File: src/rtl/cpu_clken_ctrl.sv
// 65C02 bus-slot clock-enable scheduler with run/halt/step control.
// Define CPU_CLKEN_BKPT_EN to build in the address breakpoint.
module cpu_clken_ctrl #(
  parameter int DIVIDE     = 16,
  parameter int VIA_DIVIDE = 4,
  parameter int PHI2_LOW   = 8
) (
  input  logic        clk,
  input  logic        reset,
  input  logic        run_req,
  input  logic        step_req,
  input  logic        step_instr,
  input  logic        cpu_sync,
  input  logic [15:0] cpu_ab,
  input  logic [15:0] bkpt_addr,
  input  logic        bkpt_en,
  output logic        cpu_clken,
  output logic        cpu_clken1,
  output logic        via_clken,
  output logic        phi2,
  output logic        halted,
  output logic        bkpt_hit
);

  localparam int CW = (DIVIDE > 1) ? $clog2(DIVIDE) : 1;
  localparam logic [CW-1:0] CNT_MAX = CW'(DIVIDE - 1);
  localparam logic [CW-1:0] PHI_END = CW'(PHI2_LOW - 1);

  typedef enum logic [1:0] {
    S_RUN,
    S_HALT,
    S_STEP
  } state_t;

  state_t         r_state;
  state_t         w_nstate;
  logic [CW-1:0]  r_cnt;
  logic           r_clken;
  logic           r_clken1;
  logic           r_via;
  logic           r_phi2;
  logic           r_first;
  logic           r_instr;

  logic           w_dp;
  logic           w_grant;
  logic           w_nfirst;
  logic           w_ninstr;
  logic           w_nbkpt;
  logic           w_nskip;
  logic           w_bkpt;
  logic           w_skip;
  logic           w_match;
  logic           w_via_hit;
  logic [31:0]    w_cnt32;

  assign w_dp      = (r_cnt == CNT_MAX);
  assign w_cnt32   = 32'(r_cnt);
  assign w_via_hit = (w_cnt32 % 32'(VIA_DIVIDE))
                     == 32'(VIA_DIVIDE - 1);

  always_comb begin
    w_nstate = r_state;
    w_grant  = 1'b0;
    w_nfirst = r_first;
    w_ninstr = r_instr;
    w_nbkpt  = w_bkpt;
    w_nskip  = w_skip;
    case (r_state)
      S_RUN: begin
        if (w_dp) begin
          w_nskip = 1'b0;
          if (!run_req) begin
            w_nstate = S_HALT;
          end else if (w_match && !w_skip) begin
            w_nbkpt  = 1'b1;
            w_nstate = S_HALT;
          end else begin
            w_grant = 1'b1;
          end
        end
      end
      S_HALT: begin
        if (step_req) begin
          w_nstate = S_STEP;
          w_nfirst = 1'b1;
          w_ninstr = step_instr;
          w_nbkpt  = 1'b0;
        end else if (run_req && !w_bkpt) begin
          w_nstate = S_RUN;
          w_nskip  = 1'b1;
        end else if (!run_req) begin
          w_nbkpt = 1'b0;
        end
      end
      S_STEP: begin
        if (w_dp) begin
          // an opcode fetch after the first slot starts the next instruction
          if (r_instr && cpu_sync && !r_first) begin
            w_nstate = S_HALT;
          end else begin
            w_grant  = 1'b1;
            w_nfirst = 1'b0;
            if (!r_instr) begin
              w_nstate = S_HALT;
            end
          end
        end
      end
      default: begin
        w_nstate = S_RUN;
      end
    endcase
  end

  always_ff @(posedge clk) begin
    if (reset) begin
      r_state  <= S_RUN;
      r_cnt    <= '0;
      r_clken  <= 1'b0;
      r_clken1 <= 1'b0;
      r_via    <= 1'b0;
      r_phi2   <= 1'b0;
      r_first  <= 1'b0;
      r_instr  <= 1'b0;
    end else begin
      r_state  <= w_nstate;
      r_cnt    <= w_dp ? '0 : r_cnt + CW'(1);
      r_clken  <= w_grant;
      r_clken1 <= r_clken;
      r_via    <= w_via_hit;
      r_first  <= w_nfirst;
      r_instr  <= w_ninstr;
      if (w_grant) begin
        r_phi2 <= 1'b1;
      end else if (r_cnt == PHI_END) begin
        r_phi2 <= 1'b0;
      end
    end
  end

`ifdef CPU_CLKEN_BKPT_EN
  logic r_bkpt;
  logic r_skip;

  assign w_match = bkpt_en && cpu_sync
                   && (cpu_ab == bkpt_addr);
  assign w_bkpt  = r_bkpt;
  assign w_skip  = r_skip;

  always_ff @(posedge clk) begin
    if (reset) begin
      r_bkpt <= 1'b0;
      r_skip <= 1'b0;
    end else begin
      r_bkpt <= w_nbkpt;
      r_skip <= w_nskip;
    end
  end
`else
  logic w_unused;

  assign w_match  = 1'b0;
  assign w_bkpt   = 1'b0;
  assign w_skip   = 1'b0;
  assign w_unused = ^{w_nbkpt, w_nskip, bkpt_en,
                      bkpt_addr, cpu_ab};
`endif

  assign cpu_clken  = r_clken;
  assign cpu_clken1 = r_clken1;
  assign via_clken  = r_via;
  assign phi2       = r_phi2;
  assign halted     = (r_state == S_HALT);
  assign bkpt_hit   = w_bkpt;

endmodule

File: config.mk
export PLATFORM = sky130hd
export DESIGN_NAME = cpu_clken_ctrl
export DESIGN_NICKNAME = d
export VERILOG_FILES = /design/src/rtl/cpu_clken_ctrl.sv
export SDC_FILE = /design/constraint.sdc
export NUM_CORES = 1
export LEC_CHECK = 0
export BUFFER_PORTS_ARGS = -buffer_cell sky130_fd_sc_hd__buf_2
export CAP_MARGIN = 20
export CORE_MARGIN = 3
export CORE_UTILIZATION = 35
export DETAILED_ROUTE_END_ITERATION = 10
export PLACE_DENSITY = 0.76
export SLEW_MARGIN = 20
export SYNTH_ARGS = -nofsm -noshare
export SYNTH_HDL_FRONTEND = slang
export SYNTH_SLANG_ARGS = --single-unit
File: constraint.sdc
create_clock -name clk -period 1.44 [get_ports clk]
set_input_delay 0.144 -clock clk [delete_from_list [all_inputs] [get_ports clk]]
set_output_delay 0.144 -clock clk [all_outputs]
set_load 0.01 [all_outputs]
==> metrics.yaml, run 1 <==
power_and_ir_drop:
  power.ir.vdd_worst_mv: 0.6036
  power.static_leakage_nw: 0.2525
  design_power_total_mw: 0.6689
  power_density_nw_per_um2: 1087
logic_synthesis:
  synthesis.yosys.warnings: 0
  postSynthCellCount: 56
  ys_types: 28
  synth.avg_cell_area_um2: 9.049
  post_synth_instance_area_um2: 506.7
  number_of_nets_produced_by_synthesis: 96
  seq_area_frac_synth_pct: 47.41
  postSynthRegisterBits: 12
cts:
  cts_hold_buf: 0
  worstSkewPairLatency_ps: 280
  cts_made_buffers: 3
  h-tree-depth: 1
  post_cts_buffers: 0
  cts.clk_slew.worst_paths_ps: 70
  ctsRootBufferMaster: "clkbuf_4"
  clock_path_buffers: 2
  tritoncts: "yes"
  post_cts_resize_count: 0
  numClockSinks: 12
sta:
  finalSetupViolCount: 0
  maxClockFrequency_mhz: 824.0
  postLayoutSetupSlackWorst_ps: 226.4
  post-route-period-util_pct: 84.28
  grt_setup_unrepaired: "no"
  final_hold_viol_count: 0
  post_route_clock_skew_ps: 1.960
  final_tns_setup_ps: 0
  final.min_clock_period_ps: 1214
  timing.final.max_slew_violations: 0
finish:
  mostFrequentLayoutCell: "dfxtp_1"
  post_layout_nonfiller_instances: 85
  drive_gt1_share_pct: 25.71
  fin_nets: 111
  post-route-cell-area_um2: 615.6
  layout.cells.most_common_list: "12 x dfxtp_1, 10 x buf_2, 7 x a21oi_1"
  area_growth_syn_to_layout_pct: 21.48
  num_antenna_cells: 0
setup_path:
  crit_type: "register to primary output"
  timing.rr.start: "r_cnt[0]"
  cp_slowest_cell: "dfxtp_1"
  critical_path_peak_fanout: 8
  arrival_time_at_the_worst_endpoint_ps: 1070
  worstSetupStartpointType: "register"
  r2r_cells: 4
  endpoint_kind: "primary output"
  critical_path.cell_chain: "and2b_1 -> buf_2"
  critical_path.startpoint: "r_state[0]"
  worst_path_required_time_ps: 1300
  critical_path.reg2reg.endpoint: "r_state[1]"
  worst-r2r-setup-slack_ps: 230
  max_stage_delay_ps: 460
die:
  floorplan.die.width_um: 44.05
  floorplan.initialDensity_pct: 37.99
  fp.dieH_um: 44.05
  floorplan.core_area_um2: 1334
  die_area_um2: 1940
  num_rows: 13
  ioPinCount: 45
run_status:
  status: "finished clean"
place:
  gpl.final_weighted_congestion: 0.7787
  placedInstanceArea_um2: 579.3
  place_hpwl_um: 687.4
  placed_cells: 81
  placement.io_buffers: 10
  place_worst_setup_slack_ps: 231.6
grt:
  grt_overflow: 0
  grt_max_degree: 13
  number_of_antenna_violations_at_the_first_check_in_global_routing: 0
  first_global_vias: 365
  first_pass_grt_wire_length_um: 1538
  gr_util_all_layers_pct: 11.20
worst_hold_path:
  hold_path.class: "primary input to register"
  whs_endpoint: "r_instr"
  worstHoldStart: "step_instr"
  min_delay_path_depth: 3
drt:
  drt-pass1-iter-count: 4
  dr_total_vias: 441
  routed_wire_length_per_instance_um: 11.41
  drc_errors: 0
  postRouteAntennaNets: 0
  drt_iter0_markers: 12
  vias_cell: 5.188
  total_wire_length_after_detailed_routing_um: 970
flow_run:
  maxCapViolations: 0
==> cell type report <==
class / count / area (um^2)
Inverter: 3 / 11.26
Sequential cell: 12 / 240.2
Clock buffer: 4 / 36.28
Fill cell: 132 / 718.2
Timing Repair Buffer: 12 / 65.06
Multi-Input combinational cell: 39 / 244.0
Tap cell: 15 / 18.77
==> synthesized netlist by cell type (all sizes together) <==
cell / number / area, um^2
dfxtp: 12 / 240.2
a21oi: 8 / 43.79
inv: 3 / 11.26
nor2: 3 / 11.26
o21ai: 3 / 15.01
nand2: 2 / 7.510
nand2b: 2 / 12.51
nand3: 2 / 10.01
nor2b: 2 / 12.51
nor3b: 2 / 15.01
or2: 2 / 12.52
a21boi: 1 / 7.510
and2b: 1 / 7.510
and3: 1 / 11.26
buf: 1 / 7.510
clkbuf: 1 / 3.750
conb: 1 / 3.750
ha: 1 / 12.51
nand4b: 1 / 8.760
nor3: 1 / 5.000
nor4: 1 / 6.260
o2111ai: 1 / 8.760
o21a: 1 / 7.510
o31a: 1 / 8.760
o31ai: 1 / 7.510
xnor2: 1 / 8.760
==> stage by stage <==
step           hold WS (ps)  utilization, %
2_1_floorplan         215.6               -
3_3_place_gp          400.3           43.43
3_5_place_dp          417.9           43.43
4_1_cts               115.0           46.15
5_1_grt               112.8           46.15
6_report              120.1           46.15
==> worst max-delay path, delay by kind of cell (launching register included) <==
kind,cells,cell delay [ps]
buffers and inverters,1,140
AND/OR/NAND/NOR,1,200
flip-flops,1,460
==> power by group <==
group / total, mW / internal [mW] / switching, mW
sequential: 0.351 / 0.342 / 0.00827
combinational: 0.0487 / 0.0237 / 0.0250
clock: 0.270 / 0.154 / 0.116
total: 0.669 / 0.520 / 0.149
==> per-layer routing <==
layer	track usage, %	share of wire [%]
met5	0	0
met2	14.83	41
met3	7.724	9.9
met1	14.36	47
met4	3.614	1.0
==> flip-flops by register name (all words and copies together) (netlist names) <==
name        count
cpu_clken       1
cpu_clken1      1
phi2            1
r_cnt           4
r_first         1
r_instr         1
r_state         2
via_clken       1
==> worst max-delay path by stage <==
stage | slack [ps] | end
after floorplan | 200 | r_state[1]
after global placement | 260 | r_state[1]
after detailed placement | 230 | r_state[1]
after CTS | 220 | r_state[1]
after global routing | 140 | halted
final | 230 | halted
==> cell families after synthesis <==
logic type / count (synthesis) / share of synthesized area, %
compound gates: 16 / 19.51
xor+xnor: 1 / 1.729
fa+ha+maj: 1 / 2.469
buf+inv: 5 / 4.444
flops: 12 / 47.41
other cells: 1 / 0.7400
simple gates: 20 / 23.70
Power figures use the tool's default switching activity.
==> inputs of run 2 (changes only) <==
--- a/config.mk
+++ b/config.mk
@@ -8,9 +8,9 @@
 export BUFFER_PORTS_ARGS = -buffer_cell sky130_fd_sc_hd__buf_2
 export CAP_MARGIN = 20
 export CORE_MARGIN = 3
-export CORE_UTILIZATION = 35
+export CORE_UTILIZATION = 32
 export DETAILED_ROUTE_END_ITERATION = 10
-export PLACE_DENSITY = 0.76
+export PLACE_DENSITY = 0.73
 export SLEW_MARGIN = 20
 export SYNTH_ARGS = -nofsm -noshare
 export SYNTH_HDL_FRONTEND = slang
==> constraint.sdc (replaced) <==
create_clock -name clk -period 1.1 [get_ports clk]
set_input_delay 0.11 -clock clk [delete_from_list [all_inputs] [get_ports clk]]
set_output_delay 0.11 -clock clk [all_outputs]
set_load 0.01 [all_outputs]
==> run 2 against run 1 <==
Compared with the run above: register-to-register slack got worse by 220 ps; wire length increased by 12%; sequential power rose by 31%; sequential share of layout area shrank 4.4 points; clock skew grew 5.1 ps; clock power up 28%; hold slack got worse by 12 ps; worst setup slack worse by 220 ps; clock-buffer cell count unchanged; design area grew 17%; non-clock buffer count is 7 higher; critical endpoint unchanged; highest routed layer is now met3.
==> metrics.yaml, run 2 (synthesis gave the netlist of run 1 again) <==
power_and_ir_drop:
  power.static_leakage_nw: 0.2958
  power_density_nw_per_um2: 1238
  design_power_total_mw: 0.8903
  power.ir.vdd_worst_mv: 0.7529
sta:
  finalSetupViolCount: 0
  post_route_clock_skew_ps: 7.085
  maxClockFrequency_mhz: 918.2
  post-route-period-util_pct: 99.01
  grt_setup_unrepaired: "yes"
  hold_slack_ps: 108.1
  final_tns_setup_ps: 0
  final_hold_viol_count: 0
  timing.final.max_slew_violations: 0
  final.min_clock_period_ps: 1089
die:
  die_area_um2: 2097
  floorplan.core_area_um2: 1399
  fp.dieH_um: 45.80
  num_rows: 13
  ioPinCount: 45
  floorplan.initialDensity_pct: 36.23
  floorplan.die.width_um: 45.80
grt:
  first_pass_grt_wire_length_um: 1911
  grt_overflow: 0
  gr_util_all_layers_pct: 12.87
  first_global_vias: 462
  number_of_antenna_violations_at_the_first_check_in_global_routing: 0
  grt_max_degree: 13
finish:
  fin_nets: 118
  post-route-cell-area_um2: 719.4
  largest_register_ff_count: 4
  registers.top_by_ff_count: "r_cnt"
  mostFrequentLayoutCell: "buf_2"
  layout.cells.most_common_list: "9 x buf_2, 8 x buf_4, 7 x a21oi_1, 7 x dfxtp_1, 4 x dfxtp_2"
  drive_gt1_share_pct: 44.16
  num-fill-cells: 136
  num_antenna_cells: 0
  largest_registers: "r_cnt: 4 flops, r_state: 2 flops"
  multi_input_area_um2: 276.5
  area_growth_syn_to_layout_pct: 41.98
  register_area_um2: 249.0
setup_path:
  endpoint_kind: "primary output"
  arrival_time_at_the_worst_endpoint_ps: 980
  worst_path_required_time_ps: 990
  critical_path_peak_fanout: 4
  worstSetupStartpointType: "register"
  crit_type: "register to primary output"
drt:
  vias_cell: 5.000
  total_wire_length_after_detailed_routing_um: 1082
  routed_wire_length_per_instance_um: 11.76
  drt-pass1-iter-count: 4
  drt_iter0_markers: 10
  dr_total_vias: 460
  drc_errors: 0
  postRouteAntennaNets: 0
flow_run:
  maxCapViolations: 0
cts:
  clock_path_buffers: 2
  numClockSinks: 12
  h-tree-depth: 1
  ctsRootBufferMaster: "clkbuf_4"
  worstSkewPairLatency_ps: 270
  cts.clk_slew.worst_paths_ps: 70
  tritoncts: "yes"
  cts_made_buffers: 3
place:
  placement.io_buffers: 10
  gpl.final_weighted_congestion: 0.7690
  place_hpwl_um: 768.6
  placedInstanceArea_um2: 641.9
run_status:
  status: "finished clean"
worst_hold_path:
  hold_path.class: "primary input to register"
run 2: cell count changes in the layout (fill, tap and decap cells not counted), moves of 2 or more:
cell / previous run / this run
dfxtp_1: 12 / 7
dfxtp_2: 0 / 4
buf_6: 0 / 2
buf_4: 2 / 8
run 2: timing repair:
item,4_1_cts,5_1_grt
pin swaps,0,2
setup buffers,1,1
setup endpoints to repair,3,6
hold buffers,0,0
resized for setup,4,5
run 2: worst paths after layout:
kind,startpoint,end,slack (ps),cells past startpoint
setup / recovery,r_state[1],halted,10,2
hold / removal,step_instr,r_instr,110,3
setup reg to reg,r_state[1],r_state[1],10,3
hold reg to reg,cpu_clken,cpu_clken1,460,1
run 2: layer usage:
layer  up-vias  GRT usage [%]  share of wire (%)
met5         -              0                  0
met4         0          3.409                  0
met3         0          6.324                9.3
met2        16          20.06                 47
met1       207          15.71                 44
li1        237              -                  -
run 2: final cells by class:
class | count | share of cell area [%]
Tap cell | 15 | 2.609
Inverter | 3 | 1.565
Sequential cell | 12 | 34.61
Clock buffer | 4 | 5.043
Timing Repair Buffer | 19 | 17.74
Multi-Input combinational cell | 39 | 38.43
run 2: where the power goes:
group | switching (mW) | total [mW] | internal [mW] | leakage (nW)
Sequential | 0.0106 | 0.461 | 0.450 | 0.0997
Combinational | 0.0393 | 0.0836 | 0.0443 | 0.175
Clock | 0.145 | 0.346 | 0.201 | 0.0210
run 2: worst max-delay path, cell delays in order, from the launching register on:
cell,delay [ps]
dfxtp_2,350
and2b_2,240
buf_6,120
run 2: per-stage QoR:
stage	setup WS (ps)	std cells	utilization [%]
global route	-35.71	92	51.43
finish	10.91	92	51.43
CTS	5.535	91	49.91
floorplan	13.87	56	-
global placement	20.66	87	45.89
detailed placement	-40.99	87	45.89
==> inputs of run 3 (changes only) <==
--- a/config.mk
+++ b/config.mk
@@ -8,9 +8,10 @@
 export BUFFER_PORTS_ARGS = -buffer_cell sky130_fd_sc_hd__buf_2
 export CAP_MARGIN = 20
 export CORE_MARGIN = 3
-export CORE_UTILIZATION = 32
+export CORE_UTILIZATION = 34
+export CTS_BUF_LIST = sky130_fd_sc_hd__clkbuf_8
 export DETAILED_ROUTE_END_ITERATION = 10
-export PLACE_DENSITY = 0.73
+export PLACE_DENSITY = 0.77
 export SLEW_MARGIN = 20
 export SYNTH_ARGS = -nofsm -noshare
 export SYNTH_HDL_FRONTEND = slang
==> run 3 against run 2 <==
Compared with the run above: the run now ends with negative setup slack left; combinational power decreased by 3.0%; critical path depth increased by 2; worst setup slack got worse by 51 ps; global-route usage decreased by 1.3 points; clock-buffer cell count unchanged; die area decreased by 5.1%; non-clock buffer count unchanged; sequential share of layout area decreased by 1.4 points; hold slack improved by 22 ps; clock skew decreased by 4.4 ps; final cell count unchanged; critical path type is now register to register; critical endpoint is now r_state[0]; largest power group is now the clock network.
==> metrics.yaml, run 3 (synthesis gave the netlist of run 1 again) <==
run_status:
  status: "finished, violations left"
  violations: "negative setup slack"
grt:
  first_global_vias: 419
  grt_overflow: 0
  number_of_antenna_violations_at_the_first_check_in_global_routing: 0
  gr_util_all_layers_pct: 11.55
  grt_max_degree: 13
  first_pass_grt_wire_length_um: 1628
finish:
  layout.cells.most_common_list: "9 x dfxtp_1, 9 x buf_2, 8 x buf_4"
  largest_register_ff_count: 4
  largest_registers: "r_cnt: 4 flops, r_state: 2 flops"
  fin_nets: 118
  num_antenna_cells: 0
  post-route-cell-area_um2: 734.5
  registers.top_by_ff_count: "r_cnt"
  drive_gt1_share_pct: 44.16
  area_growth_syn_to_layout_pct: 44.94
place:
  placedInstanceArea_um2: 641.9
  gpl.final_weighted_congestion: 0.6961
  place_hpwl_um: 752.6
  placement.io_buffers: 10
cts:
  h-tree-depth: 1
  cts_made_buffers: 3
  worstSkewPairLatency_ps: 240
  clock_path_buffers: 2
  cts.clk_slew.worst_paths_ps: 50
  numClockSinks: 12
  ctsRootBufferMaster: "clkbuf_8"
  tritoncts: "yes"
worst_hold_path:
  whs_endpoint: "r_instr"
  worstHoldStart: "step_instr"
  hold_path.class: "primary input to register"
  min_delay_path_depth: 3
sta:
  hold_slack_ps: 130.1
  post_route_clock_skew_ps: 2.695
  post-route-period-util_pct: 103.6
  maxClockFrequency_mhz: 877.2
  final.min_clock_period_ps: 1140
  finalSetupViolCount: 2
  postLayoutSetupSlackWorst_ps: -40.05
  final_tns_setup_ps: -54.00
  final_hold_viol_count: 0
  timing.final.max_slew_violations: 0
  grt_setup_unrepaired: "yes"
setup_path:
  critical_path_peak_fanout: 5
  r2r_cells: 4
  worst-r2r-setup-slack_ps: -40
  timing.rr.start: "r_state[1]"
  endpoint_kind: "register"
  worstSetupStartpointType: "register"
  critical_path.reg2reg.endpoint: "r_state[0]"
  arrival_time_at_the_worst_endpoint_ps: 1280
  crit_type: "register to register"
  worst_path_required_time_ps: 1240
drt:
  drt_iter0_markers: 7
  drt-pass1-iter-count: 4
  drc_errors: 0
  total_wire_length_after_detailed_routing_um: 1100
  routed_wire_length_per_instance_um: 11.96
  vias_cell: 5.011
  postRouteAntennaNets: 0
  dr_total_vias: 461
power_and_ir_drop:
  power.static_leakage_nw: 0.3023
  power_density_nw_per_um2: 1384
  power.ir.vdd_worst_mv: 1.141
flow_run:
  maxCapViolations: 0
die:
  floorplan.core_area_um2: 1350
  ioPinCount: 45
  floorplan.die.width_um: 44.61
  fp.dieH_um: 44.61
  floorplan.initialDensity_pct: 37.53
  die_area_um2: 1990
  num_rows: 13
==> run 3: cell counts in the layout (fill, tap and decap cells not counted) <==
Identical to the previous run, type by type.
==> run 3: timing repair <==
item	in CTS	in global routing
endpoints found under the hold margin	0	0
resized for setup	1	5
endpoints found under the setup margin	3	3
setup buffers	2	0
pin swaps	2	2
hold buffers	0	0
==> run 3: worst max-delay path by stage <==
stage / start / to / cells past startpoint
floorplan: r_cnt[0] / r_state[1] / 4
global placement: r_state[1] / r_state[1] / 3
detailed placement: r_cnt[1] / r_state[1] / 4
CTS: r_state[1] / r_state[0] / 4
global route: r_state[1] / r_state[0] / 4
finish: r_state[1] / r_state[0] / 4
==> run 3: cell type report <==
type	count	area, um^2
Fill cell	137	615.6
Multi-Input combinational cell	39	277.8
Sequential cell	12	244.0
Timing Repair Buffer	19	127.6
Clock buffer	4	55.05
Tap cell	15	18.77
Inverter	3	11.26
==> run 3: critical path, stage by stage, from the launching register on <==
cell	delay, ps
dfxtp_2	310
buf_6	110
or2_4	250
o21a_1	180
nor4_2	180
==> run 3: layer usage <==
metal | up-vias | GRT usage [%] | routed length (um)
li1 | 234 | - | -
met1 | 204 | 11.79 | 471
met2 | 18 | 20.06 | 504
met3 | 5 | 6.098 | 92
met4 | 0 | 3.614 | 31
met5 | - | 0 | 0
==> run 3: power by group <==
part | leakage (nW) | total (mW) | internal [mW] | switching (mW)
clock network | 0.0288 | 0.474 | 0.316 | 0.158
registers | 0.0985 | 0.462 | 0.451 | 0.0106
logic | 0.175 | 0.0811 | 0.0428 | 0.0383
==> run 3: stage by stage <==
stage / power [mW] / setup slack, ps / cells / util, %
after floorplan: 0.5147 / 13.87 / 56 / -
after global placement: 0.5398 / 8.497 / 87 / 47.54
after detailed placement: 0.5441 / -4.289 / 87 / 47.54
after CTS: 1.027 / -6.230 / 92 / 52.64
after global routing: 1.061 / -128.1 / 92 / 54.40
final: 1.016 / -40.05 / 92 / 54.40
